--- src/rtl/dm_port_arbiter_if.sv ---
// rtl/dm_port_arbiter_if.sv - CPU, DMA and memory-port signal bundle for dm_port_arbiter
interface dm_port_arbiter_if;
  logic        cpu_req;
  logic        cpu_kill;
  logic [31:0] cpu_addr;
  logic [3:0]  cpu_byteen;
  logic [31:0] cpu_wdata;
  logic [31:0] cpu_rdata;
  logic        cpu_stall;

  logic        dma_req;
  logic        dma_last;
  logic [31:0] dma_addr;
  logic [3:0]  dma_byteen;
  logic [31:0] dma_wdata;
  logic        dma_gnt;
  logic [31:0] dma_rdata;

  logic [31:0] m_data_addr;
  logic [3:0]  m_data_byteen;
  logic [31:0] m_data_wdata;
  logic [31:0] m_data_rdata;

  // Arbiter side.
  modport slave (
    input  cpu_req, cpu_kill, cpu_addr, cpu_byteen, cpu_wdata,
    output cpu_rdata, cpu_stall,
    input  dma_req, dma_last, dma_addr, dma_byteen, dma_wdata,
    output dma_gnt, dma_rdata,
    output m_data_addr, m_data_byteen, m_data_wdata,
    input  m_data_rdata
  );

  // Requesters plus external memory side.
  modport master (
    output cpu_req, cpu_kill, cpu_addr, cpu_byteen, cpu_wdata,
    input  cpu_rdata, cpu_stall,
    output dma_req, dma_last, dma_addr, dma_byteen, dma_wdata,
    input  dma_gnt, dma_rdata,
    input  m_data_addr, m_data_byteen, m_data_wdata,
    output m_data_rdata
  );
endinterface

--- src/rtl/dm_port_arbiter.sv ---
// rtl/dm_port_arbiter.sv - shares the data-memory port between the CPU memory stage and a burst DMA
module dm_port_arbiter #(
  parameter int unsigned STARVE_LIMIT = 4,
  parameter int unsigned MAX_BURST    = 8
) (
  input  logic             Clk,
  input  logic             Rst,
  dm_port_arbiter_if.slave bus
);

  if (STARVE_LIMIT < 1 || STARVE_LIMIT > 15) begin : g_bad_starve
    $error("dm_port_arbiter: STARVE_LIMIT out of range");
  end
  if (MAX_BURST < 1 || MAX_BURST > 16) begin : g_bad_burst
    $error("dm_port_arbiter: MAX_BURST out of range");
  end

  localparam logic [3:0] STARVE_LAST = 4'(STARVE_LIMIT - 1);
  localparam logic [4:0] BURST_LAST  = 5'(MAX_BURST - 1);

  typedef enum logic {
    S_CPU = 1'b0,
    S_DMA = 1'b1
  } state_e;

  state_e      state_q, state_d;
  logic [3:0]  starve_cnt_q, starve_cnt_d;
  logic [4:0]  beat_cnt_q, beat_cnt_d;

  logic cpu_eff;
  logic starved;
  logic burst_full;
  logic dma_gnt;

  assign cpu_eff    = bus.cpu_req & ~bus.cpu_kill;
  assign starved    = (starve_cnt_q == STARVE_LAST);
  assign burst_full = (beat_cnt_q == BURST_LAST);
  assign dma_gnt    = (state_q == S_DMA) & bus.dma_req;

  always_comb begin
    state_d      = state_q;
    starve_cnt_d = starve_cnt_q;
    beat_cnt_d   = beat_cnt_q;
    case (state_q)
      S_CPU: begin
        if (!bus.dma_req) begin
          starve_cnt_d = 4'd0;
        end else if (!cpu_eff || starved) begin
          state_d      = S_DMA;
          starve_cnt_d = 4'd0;
          beat_cnt_d   = 5'd0;
        end else begin
          starve_cnt_d = starve_cnt_q + 4'd1;
        end
      end
      S_DMA: begin
        if (dma_gnt) begin
          beat_cnt_d = beat_cnt_q + 5'd1;
        end
        // All exit causes collapse into one return to the CPU.
        if (!bus.dma_req || (dma_gnt && (bus.dma_last || burst_full))) begin
          state_d    = S_CPU;
          beat_cnt_d = 5'd0;
        end
      end
      default: begin
        state_d      = S_CPU;
        starve_cnt_d = 4'd0;
        beat_cnt_d   = 5'd0;
      end
    endcase
  end

  always_ff @(posedge Clk) begin
    if (Rst) begin
      state_q      <= S_CPU;
      starve_cnt_q <= 4'd0;
      beat_cnt_q   <= 5'd0;
    end else begin
      state_q      <= state_d;
      starve_cnt_q <= starve_cnt_d;
      beat_cnt_q   <= beat_cnt_d;
    end
  end

  always_comb begin
    bus.m_data_addr   = bus.cpu_addr;
    bus.m_data_byteen = bus.cpu_kill ? 4'h0 : bus.cpu_byteen;
    bus.m_data_wdata  = bus.cpu_wdata;
    bus.cpu_stall     = 1'b0;
    if (state_q == S_DMA) begin
      bus.m_data_addr   = bus.dma_addr;
      bus.m_data_byteen = bus.dma_byteen;
      bus.m_data_wdata  = bus.dma_wdata;
      // A killed access needs no freeze; the pipeline flushes it instead.
      bus.cpu_stall     = cpu_eff;
    end
  end

  assign bus.dma_gnt   = dma_gnt;
  assign bus.cpu_rdata = bus.m_data_rdata;
  assign bus.dma_rdata = bus.m_data_rdata;

endmodule

--- src/flat_wrapper.sv ---
// flat-port wrapper written by rule: the top's interface ports become plain ports
module dm_port_arbiter_flat 
#(
  parameter int unsigned STARVE_LIMIT = 4,
  parameter int unsigned MAX_BURST    = 8
)
  (Clk, Rst, bus_cpu_req, bus_cpu_kill, bus_cpu_addr, bus_cpu_byteen, bus_cpu_wdata, bus_cpu_rdata, bus_cpu_stall, bus_dma_req, bus_dma_last, bus_dma_addr, bus_dma_byteen, bus_dma_wdata, bus_dma_gnt, bus_dma_rdata, bus_m_data_addr, bus_m_data_byteen, bus_m_data_wdata, bus_m_data_rdata);
  dm_port_arbiter_if bus_i ();
  input  logic Clk;
  input  logic Rst;
  input wire logic [$bits(bus_i.cpu_req)-1:0] bus_cpu_req;
  input wire logic [$bits(bus_i.cpu_kill)-1:0] bus_cpu_kill;
  input wire logic [$bits(bus_i.cpu_addr)-1:0] bus_cpu_addr;
  input wire logic [$bits(bus_i.cpu_byteen)-1:0] bus_cpu_byteen;
  input wire logic [$bits(bus_i.cpu_wdata)-1:0] bus_cpu_wdata;
  output wire logic [$bits(bus_i.cpu_rdata)-1:0] bus_cpu_rdata;
  output wire logic [$bits(bus_i.cpu_stall)-1:0] bus_cpu_stall;
  input wire logic [$bits(bus_i.dma_req)-1:0] bus_dma_req;
  input wire logic [$bits(bus_i.dma_last)-1:0] bus_dma_last;
  input wire logic [$bits(bus_i.dma_addr)-1:0] bus_dma_addr;
  input wire logic [$bits(bus_i.dma_byteen)-1:0] bus_dma_byteen;
  input wire logic [$bits(bus_i.dma_wdata)-1:0] bus_dma_wdata;
  output wire logic [$bits(bus_i.dma_gnt)-1:0] bus_dma_gnt;
  output wire logic [$bits(bus_i.dma_rdata)-1:0] bus_dma_rdata;
  output wire logic [$bits(bus_i.m_data_addr)-1:0] bus_m_data_addr;
  output wire logic [$bits(bus_i.m_data_byteen)-1:0] bus_m_data_byteen;
  output wire logic [$bits(bus_i.m_data_wdata)-1:0] bus_m_data_wdata;
  input wire logic [$bits(bus_i.m_data_rdata)-1:0] bus_m_data_rdata;
  assign bus_i.cpu_req = bus_cpu_req;
  assign bus_i.cpu_kill = bus_cpu_kill;
  assign bus_i.cpu_addr = bus_cpu_addr;
  assign bus_i.cpu_byteen = bus_cpu_byteen;
  assign bus_i.cpu_wdata = bus_cpu_wdata;
  assign bus_cpu_rdata = bus_i.cpu_rdata;
  assign bus_cpu_stall = bus_i.cpu_stall;
  assign bus_i.dma_req = bus_dma_req;
  assign bus_i.dma_last = bus_dma_last;
  assign bus_i.dma_addr = bus_dma_addr;
  assign bus_i.dma_byteen = bus_dma_byteen;
  assign bus_i.dma_wdata = bus_dma_wdata;
  assign bus_dma_gnt = bus_i.dma_gnt;
  assign bus_dma_rdata = bus_i.dma_rdata;
  assign bus_m_data_addr = bus_i.m_data_addr;
  assign bus_m_data_byteen = bus_i.m_data_byteen;
  assign bus_m_data_wdata = bus_i.m_data_wdata;
  assign bus_i.m_data_rdata = bus_m_data_rdata;
  dm_port_arbiter #(.STARVE_LIMIT(STARVE_LIMIT), .MAX_BURST(MAX_BURST)) u_core (.Clk(Clk), .Rst(Rst), .bus(bus_i));
endmodule
--- config.mk ---
export PLATFORM = sky130hd
export DESIGN_NAME = dm_port_arbiter_flat
export DESIGN_NICKNAME = d
export VERILOG_FILES = /design/src/rtl/dm_port_arbiter_if.sv /design/src/rtl/dm_port_arbiter.sv /design/src/flat_wrapper.sv
export SDC_FILE = /design/constraint.sdc
export NUM_CORES = 1
export LEC_CHECK = 0
export BUFFER_PORTS_ARGS = -buffer_cell sky130_fd_sc_hd__buf_2
export CAP_MARGIN = 5
export CORE_AREA = 2 2 121 123
export CTS_CLUSTER_SIZE = 20
export DETAILED_ROUTE_END_ITERATION = 10
export DIE_AREA = 0 0 123 125
export PLACE_DENSITY_LB_ADDON = 0.08
export SKIP_LAST_GASP = 1
export SYNTH_ARGS = -nofsm -noshare
export SYNTH_HDL_FRONTEND = slang
export SYNTH_SLANG_ARGS = --single-unit
--- constraint.sdc ---
create_clock -name Clk -period 1.94 [get_ports Clk]
set_input_delay 0.291 -clock Clk [delete_from_list [all_inputs] [get_ports Clk]]
set_output_delay 0.291 -clock Clk [all_outputs]
set_load 0.01 [all_outputs]
* Yosys cells after proc, flatten, opt, wreduce, memory -nomap -nowiden *
Cells that the tools add are included.

operators by class
  add/subtract/negate cells = 2
  equal/unequal tests = 5
  multiplexer cells = 16
  bitwise logic cells = 4
  reductions and logical operators = 7

operators by type and width
  cell                 number
  $mux 32              2
  $mux 5               4
  $mux 4               4
  $pmux 5 s2           1
  $add 5x1->5 const B  1
  $eq 5x3->1 const B   1
  $add 4x1->4 const B  1
  $eq 4x2->1 const B   1
  $mux 1               4
  $logic_or 1x1->1     3
  $ne 3x3->1 const B   1
  $reduce_and 3->1     1
  $and 1x1->1          2
  $logic_not 1->1      2
  $ne 2x1->1 const B   1
  $ne 2x2->1 const B   1
  $not 1->1            2
  $pmux 1 s2           1
  $logic_and 1x1->1    1

word-level totals
  bits in registers = 10
  output and inout port bits = 134

* Longest topological paths before layout *
  depth after elaboration = 7
  gate-level depth with buffers = 5

* Least setup slack after synthesis *
Ideal clock, no wire load.

  kind = register -> output
  start point = register u_core.state_q
  end point = output bus_m_data_wdata[27]
  data arrival time = 1.160 ns
  path slack = 0.489 ns
  cell stages (with the launch flop) = 5
  cell sequence = dfxtp_1 buf_2 buf_2 buf_2 mux2_2

between the ends
  longest elaborated chain between the ends = 1

RTL lines
  element                 RTL line               source
  from (decl)             dm_port_arbiter.sv:26  state_e state_q, state_d;
  from (signal assigned)  dm_port_arbiter.sv:80  state_q <= state_d;
  $mux 32                 dm_port_arbiter.sv:91  if (state_q == S_DMA) begin
  to (decl)               flat_wrapper.sv:27     output wire logic [$bits(bus_i.m_data_wdata)-1:0] bus_m_data_wdata;

Every way passes these cells.

* Final worst setup path *
  start point = register u_core.state_q
  end point = output bus_dma_gnt

between the ends
  longest elaborated chain between the ends = 1

RTL lines
  element      RTL line               source
  $and 1x1->1  dm_port_arbiter.sv:38  assign dma_gnt = (state_q == S_DMA) & bus.dma_req;
  to (decl)    flat_wrapper.sv:23     output wire logic [$bits(bus_i.dma_gnt)-1:0] bus_dma_gnt;

Every way passes these cells.

==> reports/results.txt <==
worst skew pair latency = 0.24 ns
max-slew violation count = 0
synth warn = 0
pwr/cell area = 414.1 nW/um^2
Leak = 1.338 nW
reg-to-reg critical path endpoint = u_core.beat_cnt_q[3]
area of the mapped netlist = 1863 sq um
top cell type's share of synthesized area = 39.29%
Die Ht = 125 microns
switching part of the total power = 30.23%
kind of critical path = register to primary output
post-synthesis register bit count = 10
Syn Nets = 381
Clk network pwr share = 33.4%
Arr. time, crit path = 1.48 ns
slew of the pin with the lowest slew margin = 0.3949 ns
DR DRC count = 0
GR Util All Layers = 8.758%
min cycle time layout = 1.773 ns
Top-Level Pins = 308
fmax = 563.9 MHz
clk_skew = 0.004527 ns
Worst VDD drop = 0.0002840 V
design area = 2720 sq um
Top FF cell, synth = dfxtp_1
Starting DRT DRC Count = 41
vias in the first global route = 1,942
Placed Instance Area = 2639 sq um
post-route ant nets = 0
Initial Util = 13.12%
overflow left after global routing = 0
Final Setup Violations = 0
I/O Buffers = 211
Yosys top cell by area = mux2_2
TritonRoute pass-1 iters = 5
DP Wirelength = 6554 microns
Post-synth EDFFs = 0
sequential share of the synthesized area = 10.75%
critical path's largest stage delay = 0.35 ns
Clock Tree Buf Depth = 2
endpoint type of the worst setup path = primary output
CP max-delay cell = dfxtp_4
Post-Synthesis Cells = 205
htree depth = 1
wire per inst = 14.43 microns
Layout area overhead = 46.00%
total CTS buffers = 3
TritonCTS clock tree = done
wirelength, routed = 7689 microns
hold path depth = 2
crit path cell chain = buf_4 > inv_1 > nor2_1 > buf_2
sw power = 0.3406 mW
R2R setup slack = 0.49 ns
Design Power = 1.126 mW
Resize count post-CTS = 0
top cells by area, synth = mux2_2, buf_4, dfxtp_1
worst-path fanout max = 28
drt via density = 3.773
Max-slew headroom = 73.62%
Final Hold Fails = 0
most numerous cell in the Yosys netlist = buf_4
Hold Startpoint = Rst
Synth cell types = 36
clock root buffer master = clkbuf_16
row count = 44
startpoint types = register
post-synthesis average cell area = 9.088 sq um
Total Neg Setup Slack = 0 ns
Post-synth top cells = buf_4, mux2_2, dfxtp_1
Worst-path clk slew = 0.04 ns
async set-reset flop share out of synthesis = 0%
Hold Path Sink = u_core.starve_cnt_q[1]
Final Wtd Congestion = 0.6704
post-CTS setup buffer count = 0
fill count = 1,595
Final #Nets = 525
Logic pwr share = 47.8%
RSZ-0062 raised after global routing = false
Core Area = 14,200 sq um
layout cell share with drive strength beyond 1 = 81.90%
DIE AREA = 15,380 sq um
initial antenna violation count = 2
class of the worst hold path = input port to register
Period Utilization, post-route = 91.40%
DR vias = 2,011
status = completed
worst reg2reg path depth = 4
first-pass GRT wire length = 10,410 microns
Hold Buf Count CTS = 0
DIE WIDTH = 123 microns
largest net degree at the start of global routing = 52
Power Internal = 0.7859 mW
Critical R2R Launch = u_core.starve_cnt_q[0]
worst path required time = 1.65 ns
Clock Sinks = 10
total of max-cap violations = 0
sequential power share = 18.7%
==> worst max-delay path, delay by kind of cell (launching register included) <==
| family | cells | cell delay [ns] |
|---|---|---|
| DFF | 1 | 0.35 |
| and+or+nand+nor | 1 | 0.22 |
| buffers and inverters | 3 | 0.67 |
==> logic make-up (layout without fill, tap and decap cells) <==
| logic type | Yosys count | after routing | share of synthesized area (%) |
|---|---|---|---|
| buf+inv | 78 | 221 | 29.89 |
| flops | 10 | 10 | 10.75 |
| simple gates | 28 | 28 | 10.14 |
| fa+ha+maj | 2 | 2 | 1.343 |
| mux | 65 | 65 | 39.29 |
| compound gates | 22 | 22 | 8.596 |
| other cells | 0 | 1 | 0 |
==> power by group through the flow <==
stage / clock (mW) / combinational [mW] / sequential [mW]
floorplan: 0 / 0.402 / 0.214
global placement: 0 / 0.552 / 0.215
finish: 0.377 / 0.539 / 0.211
global route: 0.407 / 0.593 / 0.211
CTS: 0.394 / 0.554 / 0.211
detailed placement: 0 / 0.551 / 0.215
==> through the flow <==
step           worst slack, ns  std cells  hold WS, ns  util, %
2_1_floorplan           0.4892        205       0.4619        -
3_3_place_gp            0.3752        528       0.4832    18.58
3_5_place_dp            0.3866        528       0.4807    18.58
4_1_cts                 0.1214        532       0.3842    19.13
5_1_grt                0.04487        532       0.4015    19.13
6_report                0.1668        533       0.3801    19.15
==> registers in the layout (all words and copies together), names as in the netlist <==
register             cells
u_core.starve_cnt_q      4
u_core.state_q           1
u_core.beat_cnt_q        5
==> per-layer routing <==
metal	global-route usage (%)	wire length, microns
met1	10.12	2898
met5	0	0
met4	1.471	83
met2	15.18	3568
met3	3.695	1139
==> layout make-up <==
cell class | count | area (sq um) | share of cell area (%)
tap | 184 | 230.2 | 8.464
sequential | 10 | 203.9 | 7.498
inverter | 4 | 15.01 | 0.5520
timing repair buffer | 213 | 1084 | 39.83
multi-input combinational | 117 | 1106 | 40.66
clock buffer | 4 | 78.83 | 2.898
antenna | 1 | 2.502 | 0.09200
==> layout by cell type, fill, tap and decap left out, types with 2 or more instances in the layout <==
cell type / count
nand2_1: 5
nor3_1: 2
inv_1: 3
mux2_2: 65
a211oi_1: 2
clkbuf_16: 3
nand4b_1: 2
ha_1: 2
buf_2: 211
dfxtp_1: 9
and4bb_2: 2
nand3b_1: 2
a22o_1: 4
nor2_1: 3
a31oi_1: 2
or3_1: 2
o21ai_0: 2
a21oi_1: 5
nand4bb_1: 2
==> how the worst max path moves through the flow <==
stage | startpoint | end | slack (ns)
after floorplan | u_core.state_q | bus_m_data_wdata[27] | 0.49
after global placement | u_core.state_q | bus_dma_gnt | 0.38
after detailed placement | u_core.state_q | bus_dma_gnt | 0.39
after CTS | u_core.state_q | bus_dma_gnt | 0.12
after global routing | u_core.state_q | bus_cpu_stall | 0.04
final | u_core.state_q | bus_dma_gnt | 0.17
Note: power is estimated with default switching activity, not from simulation.
